**config.mk**
```make
export PLATFORM = sky130hd
export DESIGN_NAME = shoot_trigger
export DESIGN_NICKNAME = d
export VERILOG_FILES = /design/src/rtl/shoot_pkg.sv /design/src/rtl/shoot_tick_gen.sv /design/src/rtl/shoot_trigger.sv
export SDC_FILE = /design/constraint.sdc
export NUM_CORES = 1
export LEC_CHECK = 0
export CAP_MARGIN = 20
export CORE_ASPECT_RATIO = 0.75
export CORE_MARGIN = 1
export CORE_UTILIZATION = 55
export CTS_CLUSTER_DIAMETER = 120
export CTS_CLUSTER_SIZE = 14
export DETAILED_ROUTE_END_ITERATION = 10
export GPL_TIMING_DRIVEN = 0
export PLACE_DENSITY = 0.87
export SKIP_CTS_REPAIR_TIMING = 1
export SLEW_MARGIN = 20
export SYNTH_ARGS = -nofsm -noshare
export SYNTH_HDL_FRONTEND = slang
export SYNTH_SLANG_ARGS = --single-unit
```
**constraint.sdc**
```tcl
create_clock -name clk0 -period 5.1 [get_ports clk0]
set_input_delay 1.02 -clock clk0 [delete_from_list [all_inputs] [get_ports clk0]]
set_output_delay 1.02 -clock clk0 [all_outputs]
set_load 0.1 [all_outputs]
```
**src/rtl/shoot_pkg.sv**
```systemverilog
// Shared definitions for the shoot command path (shoot_trigger and the kick
// driver).
//   shoot_state_e        : command FSM states
//   ST_*                 : completion status codes reported with done
//   STRENGTH_CHIP_BIT    : strength bit selecting chip (1) or flat shot (0)
//   DRIVER_LOCKOUT_TICKS : ticks the kick driver ignores a new en rising edge
//                          after a trigger
package shoot_pkg;

  typedef enum logic [1:0] {
    IDLE     = 2'd0,
    ARMED    = 2'd1,
    FIRE     = 2'd2,
    COOLDOWN = 2'd3
  } shoot_state_e;

  localparam logic [1:0] ST_FIRED   = 2'b00;
  localparam logic [1:0] ST_TIMEOUT = 2'b01;
  localparam logic [1:0] ST_CANCEL  = 2'b10;
  localparam logic [1:0] ST_REJECT  = 2'b11;

  localparam int unsigned STRENGTH_CHIP_BIT    = 7;
  localparam int unsigned DRIVER_LOCKOUT_TICKS = 10000;

  // A command is only worth firing if its duration field is non-zero.
  function automatic logic strength_valid(input logic [7:0] s);
    return s[STRENGTH_CHIP_BIT-1:0] != '0;
  endfunction

endpackage

```
**src/rtl/shoot_tick_gen.sv**
```systemverilog
// Tick prescaler shared by the shoot trigger and the kick driver.
//   clk0  : system clock
//   rst_n : asynchronous reset, active-low
//   clr   : restart the prescaler; the next tick comes TICK_DIV clocks after
//           the edge that sampled clr
//   tick  : high for one clk0 cycle every TICK_DIV cycles
module shoot_tick_gen #(
  parameter int unsigned TICK_DIV = 2501
) (
  input  logic clk0,
  input  logic rst_n,
  input  logic clr,
  output logic tick
);

  localparam int unsigned PW = (TICK_DIV > 1) ? $clog2(TICK_DIV) : 1;
  localparam logic [PW-1:0] DIV_LAST = PW'(TICK_DIV - 1);

  logic [PW-1:0] div_cnt;

  always_ff @(posedge clk0 or negedge rst_n) begin
    if (!rst_n) begin
      div_cnt <= '0;
    end else if (clr || (div_cnt == DIV_LAST)) begin
      div_cnt <= '0;
    end else begin
      div_cnt <= div_cnt + 1'b1;
    end
  end

  always_comb begin
    tick = (div_cnt == DIV_LAST);
  end

endmodule

```
**src/rtl/shoot_trigger.sv**
```systemverilog
// Upstream command stage for the kick driver.
// Accepts a one-shot kick/chip command, optionally waits for a debounced ball
// sensor and capacitor-ready, then presents a stable strength byte and an en
// pulse to the driver, holds a cooldown covering the driver's re-trigger
// lockout and reports completion status.
//   clk0, rst_n      : clock, asynchronous active-low reset
//   cmd_valid        : one-cycle command strobe
//   cmd_strength     : [7] chip/flat, [6:0] duration in ticks
//   cmd_arm          : wait for ball_present before firing
//   cmd_cancel       : one-cycle abort strobe (honoured only while ARMED)
//   ball_detect      : raw asynchronous infrared sensor
//   cap_ready        : capacitor charged
//   strength         : to driver, updated only on command acceptance
//   en               : trigger pulse to driver, EN_PULSE_CLKS wide
//   busy             : high outside IDLE
//   charge_inhibit   : high through FIRE and COOLDOWN
//   ball_present     : debounced ball_detect
//   done/done_status : one-cycle completion pulse with status code
module shoot_trigger
  import shoot_pkg::*;
#(
  parameter int unsigned TICK_DIV          = 2501,
  parameter int unsigned DEBOUNCE_CLKS     = 16,
  parameter int unsigned EN_PULSE_CLKS     = 4,
  parameter int unsigned COOLDOWN_TICKS    = 10002,
  parameter int unsigned ARM_TIMEOUT_TICKS = 20000
) (
  input  logic       clk0,
  input  logic       rst_n,
  input  logic       cmd_valid,
  input  logic [7:0] cmd_strength,
  input  logic       cmd_arm,
  input  logic       cmd_cancel,
  input  logic       ball_detect,
  input  logic       cap_ready,
  output logic [7:0] strength,
  output logic       en,
  output logic       busy,
  output logic       charge_inhibit,
  output logic       ball_present,
  output logic       done,
  output logic [1:0] done_status
);

  localparam int unsigned DW  = (DEBOUNCE_CLKS > 1) ? $clog2(DEBOUNCE_CLKS) : 1;
  localparam int unsigned PCW = (EN_PULSE_CLKS > 1) ? $clog2(EN_PULSE_CLKS) : 1;

  localparam logic [DW-1:0]  DEB_LAST   = DW'(DEBOUNCE_CLKS - 1);
  localparam logic [PCW-1:0] PULSE_LAST = PCW'(EN_PULSE_CLKS - 1);
  localparam logic [15:0]    COOL_LAST  = 16'(COOLDOWN_TICKS - 1);
  localparam logic [15:0]    ARM_LAST   =
    (ARM_TIMEOUT_TICKS == 0) ? 16'd0 : 16'(ARM_TIMEOUT_TICKS - 1);

  // ---------------------------------------------------------------------------
  // Ball sensor: two-flop synchroniser followed by a run-length debounce.
  // ---------------------------------------------------------------------------
  logic          ball_meta;
  logic          ball_sync;
  logic [DW-1:0] deb_cnt;

  always_ff @(posedge clk0 or negedge rst_n) begin
    if (!rst_n) begin
      ball_meta    <= 1'b0;
      ball_sync    <= 1'b0;
      deb_cnt      <= '0;
      ball_present <= 1'b0;
    end else begin
      ball_meta <= ball_detect;
      ball_sync <= ball_meta;
      if (ball_sync == ball_present) begin
        deb_cnt <= '0;
      end else if (deb_cnt == DEB_LAST) begin
        deb_cnt      <= '0;
        ball_present <= ball_sync;
      end else begin
        deb_cnt <= deb_cnt + 1'b1;
      end
    end
  end

  // ---------------------------------------------------------------------------
  // Tick time base.
  // ---------------------------------------------------------------------------
  logic tick;
  logic tick_clr;

  shoot_tick_gen #(
    .TICK_DIV (TICK_DIV)
  ) u_tick_gen (
    .clk0  (clk0),
    .rst_n (rst_n),
    .clr   (tick_clr),
    .tick  (tick)
  );

  // ---------------------------------------------------------------------------
  // Command FSM.
  // ---------------------------------------------------------------------------
  shoot_state_e   state_q;
  shoot_state_e   state_d;
  logic           arm_r;
  logic [15:0]    tick_cnt;
  logic [PCW-1:0] pulse_cnt;

  logic       fire_ok;
  logic       timeout_hit;
  logic       pulse_last;
  logic       cooldown_last;
  logic       cmd_accept;
  logic       done_d;
  logic [1:0] status_d;
  logic       en_d;
  logic       busy_d;
  logic       inhibit_d;

  always_comb begin
    fire_ok       = cap_ready & (ball_present | ~arm_r);
    timeout_hit   = (ARM_TIMEOUT_TICKS != 0) && tick && (tick_cnt == ARM_LAST);
    pulse_last    = (pulse_cnt == PULSE_LAST);
    cooldown_last = tick && (tick_cnt == COOL_LAST);
    cmd_accept    = (state_q == IDLE) && cmd_valid && strength_valid(cmd_strength);
  end

  // State register together with the registered outputs, so en/busy/
  // charge_inhibit/done change on the same edge as the state they describe.
  always_ff @(posedge clk0 or negedge rst_n) begin
    if (!rst_n) begin
      state_q        <= IDLE;
      en             <= 1'b0;
      busy           <= 1'b0;
      charge_inhibit <= 1'b0;
      done           <= 1'b0;
      done_status    <= '0;
      strength       <= '0;
      arm_r          <= 1'b0;
    end else begin
      state_q        <= state_d;
      en             <= en_d;
      busy           <= busy_d;
      charge_inhibit <= inhibit_d;
      done           <= done_d;
      done_status    <= status_d;
      if (cmd_accept) begin
        strength <= cmd_strength;
        arm_r    <= cmd_arm;
      end
    end
  end

  // Next state. In ARMED the branch order sets precedence:
  // cancel over fire, fire over timeout.
  always_comb begin
    state_d  = state_q;
    done_d   = 1'b0;
    status_d = done_status;
    case (state_q)
      IDLE: begin
        if (cmd_valid) begin
          if (strength_valid(cmd_strength)) begin
            state_d = ARMED;
          end else begin
            done_d   = 1'b1;
            status_d = ST_REJECT;
          end
        end
      end
      ARMED: begin
        if (cmd_cancel) begin
          state_d  = IDLE;
          done_d   = 1'b1;
          status_d = ST_CANCEL;
        end else if (fire_ok) begin
          state_d = FIRE;
        end else if (timeout_hit) begin
          state_d  = IDLE;
          done_d   = 1'b1;
          status_d = ST_TIMEOUT;
        end
      end
      FIRE: begin
        if (pulse_last) begin
          state_d  = COOLDOWN;
          done_d   = 1'b1;
          status_d = ST_FIRED;
        end
      end
      COOLDOWN: begin
        if (cooldown_last) begin
          state_d = IDLE;
        end
      end
      default: state_d = IDLE;
    endcase
  end

  // Output decode from the next state; the values land in the output
  // registers on the transition edge. The prescaler restarts on entry to the
  // tick-timed states so the first tick comes exactly TICK_DIV clocks later.
  always_comb begin
    en_d      = (state_d == FIRE);
    busy_d    = (state_d != IDLE);
    inhibit_d = (state_d == FIRE) || (state_d == COOLDOWN);
    tick_clr  = (state_d != state_q) &&
                ((state_d == ARMED) || (state_d == COOLDOWN));
  end

  // Per-state counters, cleared on every state change.
  always_ff @(posedge clk0 or negedge rst_n) begin
    if (!rst_n) begin
      tick_cnt  <= '0;
      pulse_cnt <= '0;
    end else if (state_d != state_q) begin
      tick_cnt  <= '0;
      pulse_cnt <= '0;
    end else begin
      if (tick) begin
        tick_cnt <= tick_cnt + 16'd1;
      end
      if (state_q == FIRE) begin
        pulse_cnt <= pulse_cnt + 1'b1;
      end
    end
  end

endmodule

```
==> results list <==
- TritonCTS built the clock tree.
* Die span in y: 62.8 um
- Min Tclk post-route: 2.88 ns
* Sequential element share of the synthesized area: 49.8%
- Critical path class: register to primary output
- Worst slack after detailed placement: 2.23 ns
* Layout filler cell count: 344
- Reported max-cap violation count: 0
* Final worst clock skew: 0.00839 ns
* Final-report max-slew violation count: 0
- Lkg Pwr: 1.39 nW
* Clk pin slew, worst setup/hold paths: 0.09 ns
- Floorplan core area: 4600 um^2
* Result of the run: finished clean
- Initial drt markers: 179
- The initial utilization of the core area, before any placement, comes to 59.0%.
* Async set-reset flop share out of synthesis: 100%
- Pin placement for this block handled 30 I/O pins.
- In the finished design, the share of the clock period the worst path needs comes to 56.6%.
* Detail Route Antenna Nets: 0
- Yosys mapped a number of flops with a built-in enable equal to 0.
- Detailed Routing Iterations Pass 1: 4
- Number of global-route vias before repair: 1857
- Horiz. Die Dim: 83.1 um
- Synth area leader: dfrtp_1
- Syn_area_per_cell: 11.1 um^2
* Number of antenna violations at the first check in global routing: 0
- Sum Neg Setup Slack: 0 ns
- Across all setup checks in the final design, the least slack found is 2.22 ns.
* Net Count, Synth: 266
* Sum of met2 wire segment lengths after detailed routing: 2080 um
- Kind of path behind the tightest hold check: register to register
- Setup violations remaining at the end of the flow were counted as 0.
- During synthesis, Yosys emitted a total of 0 warnings.
- Global routing finished with a remaining overflow of 0.
* Most used DFF post-synth: dfrtp_1
* Number of DRC violations after detailed routing: 0
- Bufs on Longest Clock Path: 2
- Netlist Area Pre-Place: 2710 um^2
* Flop and latch count out of synthesis: 54
- Worst relative slew slack: 35.1%
- Area share of the leading cell type in the synthesized netlist: 49.8%
- Cell-by-cell trace of the critical path: clkdlybuf4s50_1
- Number of port buffers: 29
- Unrepaired setup endpoints after global routing: no
* Overall routing resource usage: 21.7%
- The synthesized netlist contains 49 unique library cells.
- Largest net degree at the start of global routing: 55
- At the pin with the least slew margin, the transition time is 0.970 ns.
* Root buffer cell: clkbuf_8
- The net count of the finished layout is 302.
- Maximum clock frequency: 347 MHz
- Peak supply drop: 0.000176 V
- Clock tree synthesis inserted a total of 5 buffers.
- Dividing the detail-routed via count by the number of cells gives 5.52.
- STA classifies the critical path endpoint as a primary output.
- Data arrives at the worst endpoint at 1.86 ns.
* M1 wire length: 2490 um
* Maximum fanout along the worst path: 4
- Ant. Diodes: 0
- Clock latency of the later-clocked register in the worst-skew pair: 0.31 ns
- After detailed routing, the average wire length per cell comes to 14.6 um.
- Summed over all nets, wire length on met3 after detailed routing comes to 314 um.
* Fraction of final layout cells sized beyond drive strength 1: 19.1%
- Highest metal used: met4
- Worst path required time: 4.08 ns
- The routed layout has 1872 vias.
* Site Rows: 21
* Maximum level of the CTS H-tree: 2
- Together, buffers and inverters on the worst path number 1.
- The first global-routing pass estimated 8940 um of wire.
* Delay contributed by the slowest stage of the critical path: 1.15 ns
* Cell count after synthesis: 245
- Critical Path Source Type: register
- After synthesis, the cell types taking the most area are dfrtp_1 (50%), xor2_1 (5.8%), mux2_2 (4.6%).
* Largest delay share family, worst path: buffers and inverters
* Slowest CP cell: clkdlybuf4s50_1
- Hold Vio Cnt, Final: 0
* Sinks on the clock net: 54
- GP Congestion: 0.822
- Wires add up to 4940 um.
* P per Cell Area: 240 nW/um^2
- Die footprint: 5220 um^2
- Layout Area Growth over Synthesis: 16.9%
- The HPWL after detailed placement is 3580 um.
-- synthesized netlist by cell type, types with 3 or more instances --
| cell type | instances |
|---|---|
| a21oi_1 | 4 |
| and2_1 | 3 |
| and3_1 | 5 |
| buf_2 | 6 |
| dfrtp_1 | 54 |
| ha_1 | 6 |
| inv_1 | 8 |
| mux2_2 | 11 |
| nand2_1 | 16 |
| nand2b_1 | 4 |
| nand3_1 | 13 |
| nand4_1 | 9 |
| nor2_1 | 23 |
| nor2_2 | 10 |
| nor2b_1 | 3 |
| o21ai_0 | 3 |
| xnor2_1 | 10 |
| xor2_1 | 18 |
-- cell usage in the layout, fill, tap and decap left out, types with 2 or more instances in the layout --
cell type	count
dfrtp_1	54
clkdlybuf4s50_1	28
nor2_1	23
xor2_1	18
nand2_1	16
nand3_1	13
mux2_2	11
xnor2_1	10
nor2_2	10
nand4_1	9
inv_1	8
buf_2	6
ha_1	6
clkbuf_8	6
and3_1	5
a21oi_1	4
nand2b_1	4
o21ai_0	3
nor2b_1	3
and2_1	3
nor4_1	2
nor3_1	2
buf_4	2
and3_2	2
and4bb_2	2
o21ai_2	2
a211oi_1	2
nor3b_1	2
mux2i_1	2
clkinv_4	2
-- registers in the layout, indices dropped and copies added (netlist names) --
name / cells
ball_meta: 1
deb_cnt: 4
state_q: 2
ball_present: 1
ball_sync: 1
done: 1
done_status: 2
busy: 1
arm_r: 1
tick_cnt: 16
strength: 8
charge_inhibit: 1
u_tick_gen.div_cnt: 12
pulse_cnt: 2
en: 1
-- kinds of logic after synthesis --
family                   Yosys count  synth area share, %
AO/OA/AOI/OAI                     19                 5.86
XOR/XNOR                          28                 9.04
adder cells (fa/ha/maj)            6                 2.77
buffers and inverters             17                 3.37
flip-flops                        54                 49.8
multiplexers                      13                 5.31
AND/OR/NAND/NOR                  108                 23.8
-- final cells by class --
| cell class | count | area (um^2) | share of cell area (%) |
|---|---|---|---|
| plain buffers | 9 | 61.3 | 1.93 |
| clock buffers | 6 | 82.6 | 2.60 |
| clock inverters | 2 | 17.5 | 0.552 |
| inverters | 8 | 30.0 | 0.947 |
| multi-input cells | 174 | 1270 | 40.0 |
| flip-flops and latches | 54 | 1350 | 42.6 |
| well taps | 57 | 71.3 | 2.25 |
| repair buffers | 29 | 288 | 9.08 |
-- final timing paths --
kind	cells after the start	to	start	slack, ns
max	1	ball_present	ball_present$_DFFE_PN0P_	2.22
max reg2reg	8	tick_cnt[12]$_DFFE_PN0P_	u_tick_gen.div_cnt[0]$_DFF_PN0_	3.12
min in group asynchronous	1	done$_DFF_PN0_	rst_n	0.74
min	0	ball_sync$_DFF_PN0_	ball_meta$_DFF_PN0_	0.36
min reg2reg	0	ball_sync$_DFF_PN0_	ball_meta$_DFF_PN0_	0.36
max in group asynchronous	1	deb_cnt[0]$_DFF_PN0_	rst_n	3.92
-- where the power goes --
part | total, mW | leakage (nW) | switching (mW) | internal, mW
Clock | 0.257 | 0.0514 | 0.145 | 0.112
Combinational | 0.0653 | 0.731 | 0.0439 | 0.0214
Sequential | 0.439 | 0.606 | 0.00415 | 0.435
Total | 0.761 | 1.39 | 0.193 | 0.568
-- stage by stage --
stage	std cells	power (mW)	cell area (um^2)	utilization (%)	hold WS [ns]
after floorplan	245	0.483	2710	-	0.331
after global placement	331	0.512	3070	66.8	0.336
after detailed placement	331	0.513	3070	66.8	0.341
after CTS	339	0.765	3170	69.0	0.363
after global routing	339	0.789	3170	69.0	0.367
final	339	0.761	3170	69.0	0.358
-- per-layer routing --
metal / up-vias / track usage (%)
li1: 917 / -
met1: 895 / 31.0
met2: 53 / 32.6
met3: 7 / 5.28
met4: 0 / 7.33
met5: - / 0
(Power assumes the default switching activity.)
==> RTL edit 1, RTL diff (same settings) <==
Change the parameter `DEBOUNCE_CLKS` from 16 to 8.
--- a/src/rtl/shoot_trigger.sv
+++ b/src/rtl/shoot_trigger.sv
@@ -22,3 +22,3 @@
   parameter int unsigned TICK_DIV          = 2501,
-  parameter int unsigned DEBOUNCE_CLKS     = 16,
+  parameter int unsigned DEBOUNCE_CLKS     = 8,
   parameter int unsigned EN_PULSE_CLKS     = 4,
Formal check against the unedited RTL: no difference found for any inputs over 10 cycles, from zero or initial values and one cycle with rst_n low; that may be too few to reach the edited logic, so the function may still have changed.
==> RTL edit 1 against the unedited design <==
Sequential share of layout area is 1.6 points higher; non-clock buffer count is 4 lower; area after synthesis is 6.0% lower; final area is 5.4% lower; global-route usage is 1.2 points lower; routed wire length is 5.7% lower; sequential cell count is 1 lower; worst setup slack worse by 14 ps; critical path type unchanged; critical endpoint unchanged.
Power is not compared: it rests on default switching activity, and its combinational part moved more than twofold at a synthesized area within 25%.
==> RTL edit 1: results (changes against the unedited design) <==
Run status:
- Status: finished clean (unchanged).

Clocking:
- The depth of the CTS H-tree is 2 (unchanged).
- The clock root buffer is clkbuf_8 (unchanged).
- The number of buffers created by CTS is 5 (unchanged).
- The clock-pin slew of the registers on the worst-case setup and hold paths is 100 ps.
- The number of buffers on the longest clock path is 2 (unchanged).

Final layout:
- The antenna cell count was 0 (unchanged).
- The final-layout fill cell count is 338 (was 344).
- The share of post-route cells with drive strength above 1 is 10.6% (was 19.1%).
- Registers with the most flip-flops: tick_cnt: 16 flops, u_tick_gen.div_cnt: 12 flops, strength: 8 flops (unchanged).
- The number of nets in the finished design is 295 (was 302).

Logic synthesis:
- The yosys synthesis warning count is 0 (unchanged).
- Cell types with the highest counts after synthesis: 53 x dfrtp_1, 33 x nor2_1, 16 x xor2_1, 12 x inv_1, 12 x nand2_1 (was 54 x dfrtp_1, 23 x nor2_1, 18 x xor2_1, 16 x nand2_1, 13 x nand3_1).
- The number of unique standard cell types used by synthesis is 47 (was 49).
- The portion of synthesized cell area occupied by the leading cell type is 52.1% (was 49.8%).
- The average cell area after synthesis is 10.7 um^2 (was 11.1 um^2).
- The proportion of register bits with asynchronous set or reset after synthesis is 100% (unchanged).
- Top cells by area, synth: dfrtp_1 52%, xor2_1 5.5%, nor2_1 4.9% (was dfrtp_1 50%, xor2_1 5.8%, mux2_2 4.6%).
- The sequential share of the synthesized area is 52.1% (was 49.8%).
- The post-synthesis net count is 259 (was 266).

Critical path:
- The depth of the most critical reg-to-reg path is 6 (was 8).
- The maximum fanout along the worst path is 4 (unchanged).
- The destination of the worst register-to-register timing path was tick_cnt[13] (was tick_cnt[12]).
- The reg-to-reg setup timing slack came to 2540 ps (was 3120 ps).
- The beginning of the worst register-to-register path is tick_cnt[6] (was u_tick_gen.div_cnt[0]).
- The data arrival time of the critical path is 1880 ps (was 1860 ps).
- The family of cells with the greatest summed delay on the critical path is buffers and inverters (unchanged).

GRT:
- The overall track demand over capacity in global routing is 20.6% (was 21.7%).
- The largest net degree at the start of global routing is 54 (was 55).
- The number of antenna violations at the first check in global routing is 0 (unchanged).
- The via count of the first global-routing pass is 1,628 (was 1,857).
- The wire length of the first global-routing pass is 7460 um (was 8940 um).

STA:
- The worst relative slew slack was 26.8% (was 35.1%).
- The worst clock skew is 6.14 ps (was 8.39 ps).

Hold path:
- The hold-critical path depth is 0 (unchanged).
- The classification of the worst-slack hold path is flop to flop (unchanged).
- The start point of the worst hold path is ball_meta (unchanged).
- The worst-case hold path end point is ball_sync (unchanged).

Power:
- The worst-case vdd ir drop is 513 uV.

Place:
- The weighted congestion reported at the end of routability-driven placement is 0.878 (was 0.822).
- The post-placement cell area was 2910 um^2 (was 3070 um^2).
- The detailed placer's ending HPWL is 3340 um (was 3580 um).

Drt:
- The total wire length was 4660 um (was 4940 um).
- The number of DRC markers after the initial detailed-route iteration is 101 (was 179).
- The number of detailed-routing iterations run before antenna repair came to 4 (unchanged).
- The detail-routed via count per cell came to 5.50 (was 5.52).
-- RTL edit 1: stage by stage --
step | power (uW) | setup WS, ps | hold WS (ps) | instances
2_1_floorplan | 1260 | 2660 | 331 | 237
3_3_place_gp | 1440 | 1480 | 335 | 323
3_5_place_dp | 1460 | 2000 | 341 | 323
4_1_cts | 1700 | 2180 | 365 | 331
5_1_grt | 1790 | 2140 | 381 | 331
6_report | 1690 | 2200 | 360 | 331
-- RTL edit 1: kinds of logic after synthesis --
family | share of synthesized area, %
compound gates | 4.67
xor+xnor | 8.94
fa+ha+maj | 3.44
buf+inv | 2.80
flops | 52.1
mux | 4.37
simple gates | 23.7
-- RTL edit 1: worst max-delay path by stage --
stage / startpoint / to / slack [ps] / depth (start not counted)
floorplan: cmd_strength[2] / busy / 2660 / 5
global placement: rst_n / tick_cnt[10] / 1480 / 1
global route: ball_present / ball_present / 2140 / 1
CTS: ball_present / ball_present / 2180 / 1
finish: ball_present / ball_present / 2200 / 1
detailed placement: cmd_valid / u_tick_gen.div_cnt[8] / 2000 / 7
-- RTL edit 1: routing by layer --
layer / track usage (%) / up-vias / wire (um)
met5: 0 / - / 0
met4: 6.38 / 0 / 28
met3: 6.77 / 2 / 262
met2: 32.6 / 48 / 2120
met1: 27.2 / 878 / 2250
li1: - / 892 / -
-- RTL edit 1: layout make-up --
cell class / instances / area (um^2) / share of cell area, %
Clock buffer: 5 / 68.8 / 2.29
Inverter: 12 / 45.0 / 1.50
Clock inverter: 3 / 25.0 / 0.834
Buffer: 5 / 26.3 / 0.876
Timing Repair Buffer: 29 / 288 / 9.59
Multi-Input combinational cell: 167 / 1150 / 38.3
Sequential cell: 53 / 1330 / 44.2
Tap cell: 57 / 71.3 / 2.38
-- RTL edit 1: report_power, final --
group / total, uW / leakage [uW] / internal [uW] / switching, uW
registers: 597 / 0.000683 / 526 / 71.6
logic: 851 / 0.000602 / 244 / 607
clock network: 240 / 0.0000447 / 99.3 / 141
total: 1690 / 0.00133 / 869 / 820
==> RTL edit 2, RTL diff (same flow settings) <==
Made on the original files. The 4 states of `shoot_state_e` get a Gray code encoding in 2 bits.
--- a/src/rtl/shoot_pkg.sv
+++ b/src/rtl/shoot_pkg.sv
@@ -10,6 +10,6 @@
   typedef enum logic [1:0] {
-    IDLE     = 2'd0,
-    ARMED    = 2'd1,
-    FIRE     = 2'd2,
-    COOLDOWN = 2'd3
+    IDLE     = 2'b00,
+    ARMED    = 2'b01,
+    FIRE     = 2'b11,
+    COOLDOWN = 2'b10
   } shoot_state_e;
Formal check against the unedited RTL: no difference found for any inputs over 10 cycles, from zero or initial values and one cycle with rst_n low; not proved beyond that.
==> RTL edit 2 against the unedited design <==
Critical path depth is 8 higher; routed wire length is 4.8% higher; final area is 0.32% lower; area after synthesis is 1.2% lower; sequential cell count stayed put; synthesized cell count is 8.2% higher; worst setup slack worse by 1000 ps; count of clock-buffer cells in the layout stayed put; critical path type is now primary input to flop.
Power is not compared: it rests on default switching activity, and its combinational part moved more than twofold at a synthesized area within 25%.
==> RTL edit 2: results (changes against the unedited design) <==
Run status:
- Status: finished clean (unchanged).

Place:
- The weighted congestion reported at the end of routability-driven placement was 0.866 (was 0.822).
- The pre-CTS setup slack came to 879 ps (was 2230 ps).
- The detailed placer's ending HPWL was 3700 um (was 3580 um).

Logic synthesis:
- The post-synthesis net count is 289 (was 266).
- The yosys synthesis warning count is 0 (unchanged).
- The compound-cell area share of the yosys netlist came to 4.48% (was 5.86%).
- Cell types with the highest counts after synthesis: 54 x dfrtp_1, 36 x nand2_1, 20 x nor2_1, 16 x nand3_1, 16 x xor2_1 (was 54 x dfrtp_1, 23 x nor2_1, 18 x xor2_1, 16 x nand2_1, 13 x nand3_1).
- The sequential share of the synthesized area is 50.4% (was 49.8%).
- Top cells by area, synth: dfrtp_1 50%, xor2_1 5.2%, nand2_1 5.0% (was dfrtp_1 50%, xor2_1 5.8%, mux2_2 4.6%).
- The number of unique standard cell types used by synthesis is 46 (was 49).
- The arithmetic-cell share of the synthesized area counting full adders, half adders and majority gates is 4.20% (was 2.77%).
- The share of synthesized area spent on multiplexers is 1.68% (was 5.31%).
- The fraction of synthesized cell area in xor and xnor cells is 9.15% (was 9.04%).

Critical path:
- The family of cells with the greatest summed delay on the critical path is simple AND/OR/NAND/NOR gates (was buffers and inverters).
- The launching element of the worst setup path is cmd_strength[2] (was ball_present).
- The largest stage delay on the critical path is 550 ps (was 1150 ps).
- The maximum fanout along the worst path was 10 (was 4).
- The beginning of the worst register-to-register path is tick_cnt[5] (was u_tick_gen.div_cnt[0]).
- The data arrival time of the critical path was 4070 ps (was 1860 ps).
- The standard cell with the maximum stage delay on the critical path is or4_1 (was clkdlybuf4s50_1).

Final layout:
- The share of post-route cells with drive strength above 1 is 7.28% (was 19.1%).
- The number of nets in the finished design is 325 (was 302).
- Registers with the most flip-flops: tick_cnt: 16 flops, u_tick_gen.div_cnt: 12 flops, strength: 8 flops (unchanged).
- The final-layout fill cell count is 358 (was 344).

Drt:
- The overall via count from detail_route came to 2,015 (was 1,872).
- The number of DRC markers after the initial detailed-route iteration is 62 (was 179).
- The remaining number of nets flagged by the antenna check after routing came to 0 (unchanged).
- The mean routed wirelength per cell is 14.4 um (was 14.6 um).

GRT:
- The wire length of the first global-routing pass is 8580 um (was 8940 um).
- The via count of the first global-routing pass is 1,910 (was 1,857).
- The overall track demand over capacity in global routing is 22.2% (was 21.7%).
- The number of antenna violations at the first check in global routing is 0 (unchanged).

Power:
- The leakage component of the power is 0.00139 uW.
- The worst-case vdd ir drop is between 400 and 500 uV.

Clocking:
- The depth of the CTS H-tree came to 2 (unchanged).

STA:
- The worst relative slew slack is 34.8% (was 35.1%).
- The worst clock skew is 8.37 ps (was 8.39 ps).

Floorplanning:
- The area enclosed by the die boundary is 5160 um^2 (was 5220 um^2).

Hold path:
- The start point of the worst hold path is ball_meta (unchanged).
==> RTL edit 2: through the flow <==
step	std cells	area, um^2
2_1_floorplan	265	2680
3_3_place_gp	351	3040
6_report	359	3160
3_5_place_dp	351	3040
4_1_cts	359	3160
5_1_grt	359	3160
==> RTL edit 2: cells by family (layout without fill, tap and decap cells) <==
family,Yosys count,count (layout)
muxes,4,4
adders and majority gates,9,9
and+or+nand+nor,133,133
buffers and inverters,20,57
AOI/OAI and AO/OA,17,17
xor gates and xnor gates,28,28
DFF,54,54
==> RTL edit 2: worst paths after layout <==
check	to	slack, ps	cells after the start
max	u_tick_gen.div_cnt[8]	1210	9
min	ball_sync	360	0
max reg2reg	u_tick_gen.div_cnt[8]	2030	8
min reg2reg	ball_sync	360	0
max in group asynchronous	u_tick_gen.div_cnt[9]	3940	1
min in group asynchronous	deb_cnt[2]	730	1
==> RTL edit 2: power groups by stage <==
stage | clock network, uW | logic [uW] | registers [uW]
finish | 305 | 670 | 616
global route | 332 | 715 | 632
CTS | 313 | 674 | 616
detailed placement | 0 | 674 | 623
global placement | 0 | 663 | 618
floorplan | 0 | 195 | 933
==> RTL edit 2: layer usage <==
metal	global-route usage (%)	part of all wire, %	vias up
li1	-	-	997
met2	34.4	44	43
met5	0	0	-
met4	8.41	1.5	0
met1	30.2	49	968
met3	5.11	5.0	7
==> RTL edit 2: area by class of cell <==
cell class                      instances  area [um^2]  share of cell area [%]
Timing Repair Buffer                   29          288                    9.11
Clock buffer                            6         82.6                    2.61
Tap cell                               57         71.3                    2.26
Multi-Input combinational cell        191         1250                    39.5
Inverter                               10         37.5                    1.19
Sequential cell                        54         1350                    42.8
Clock inverter                          2         38.8                    1.23
Buffer                                 10         41.3                    1.31
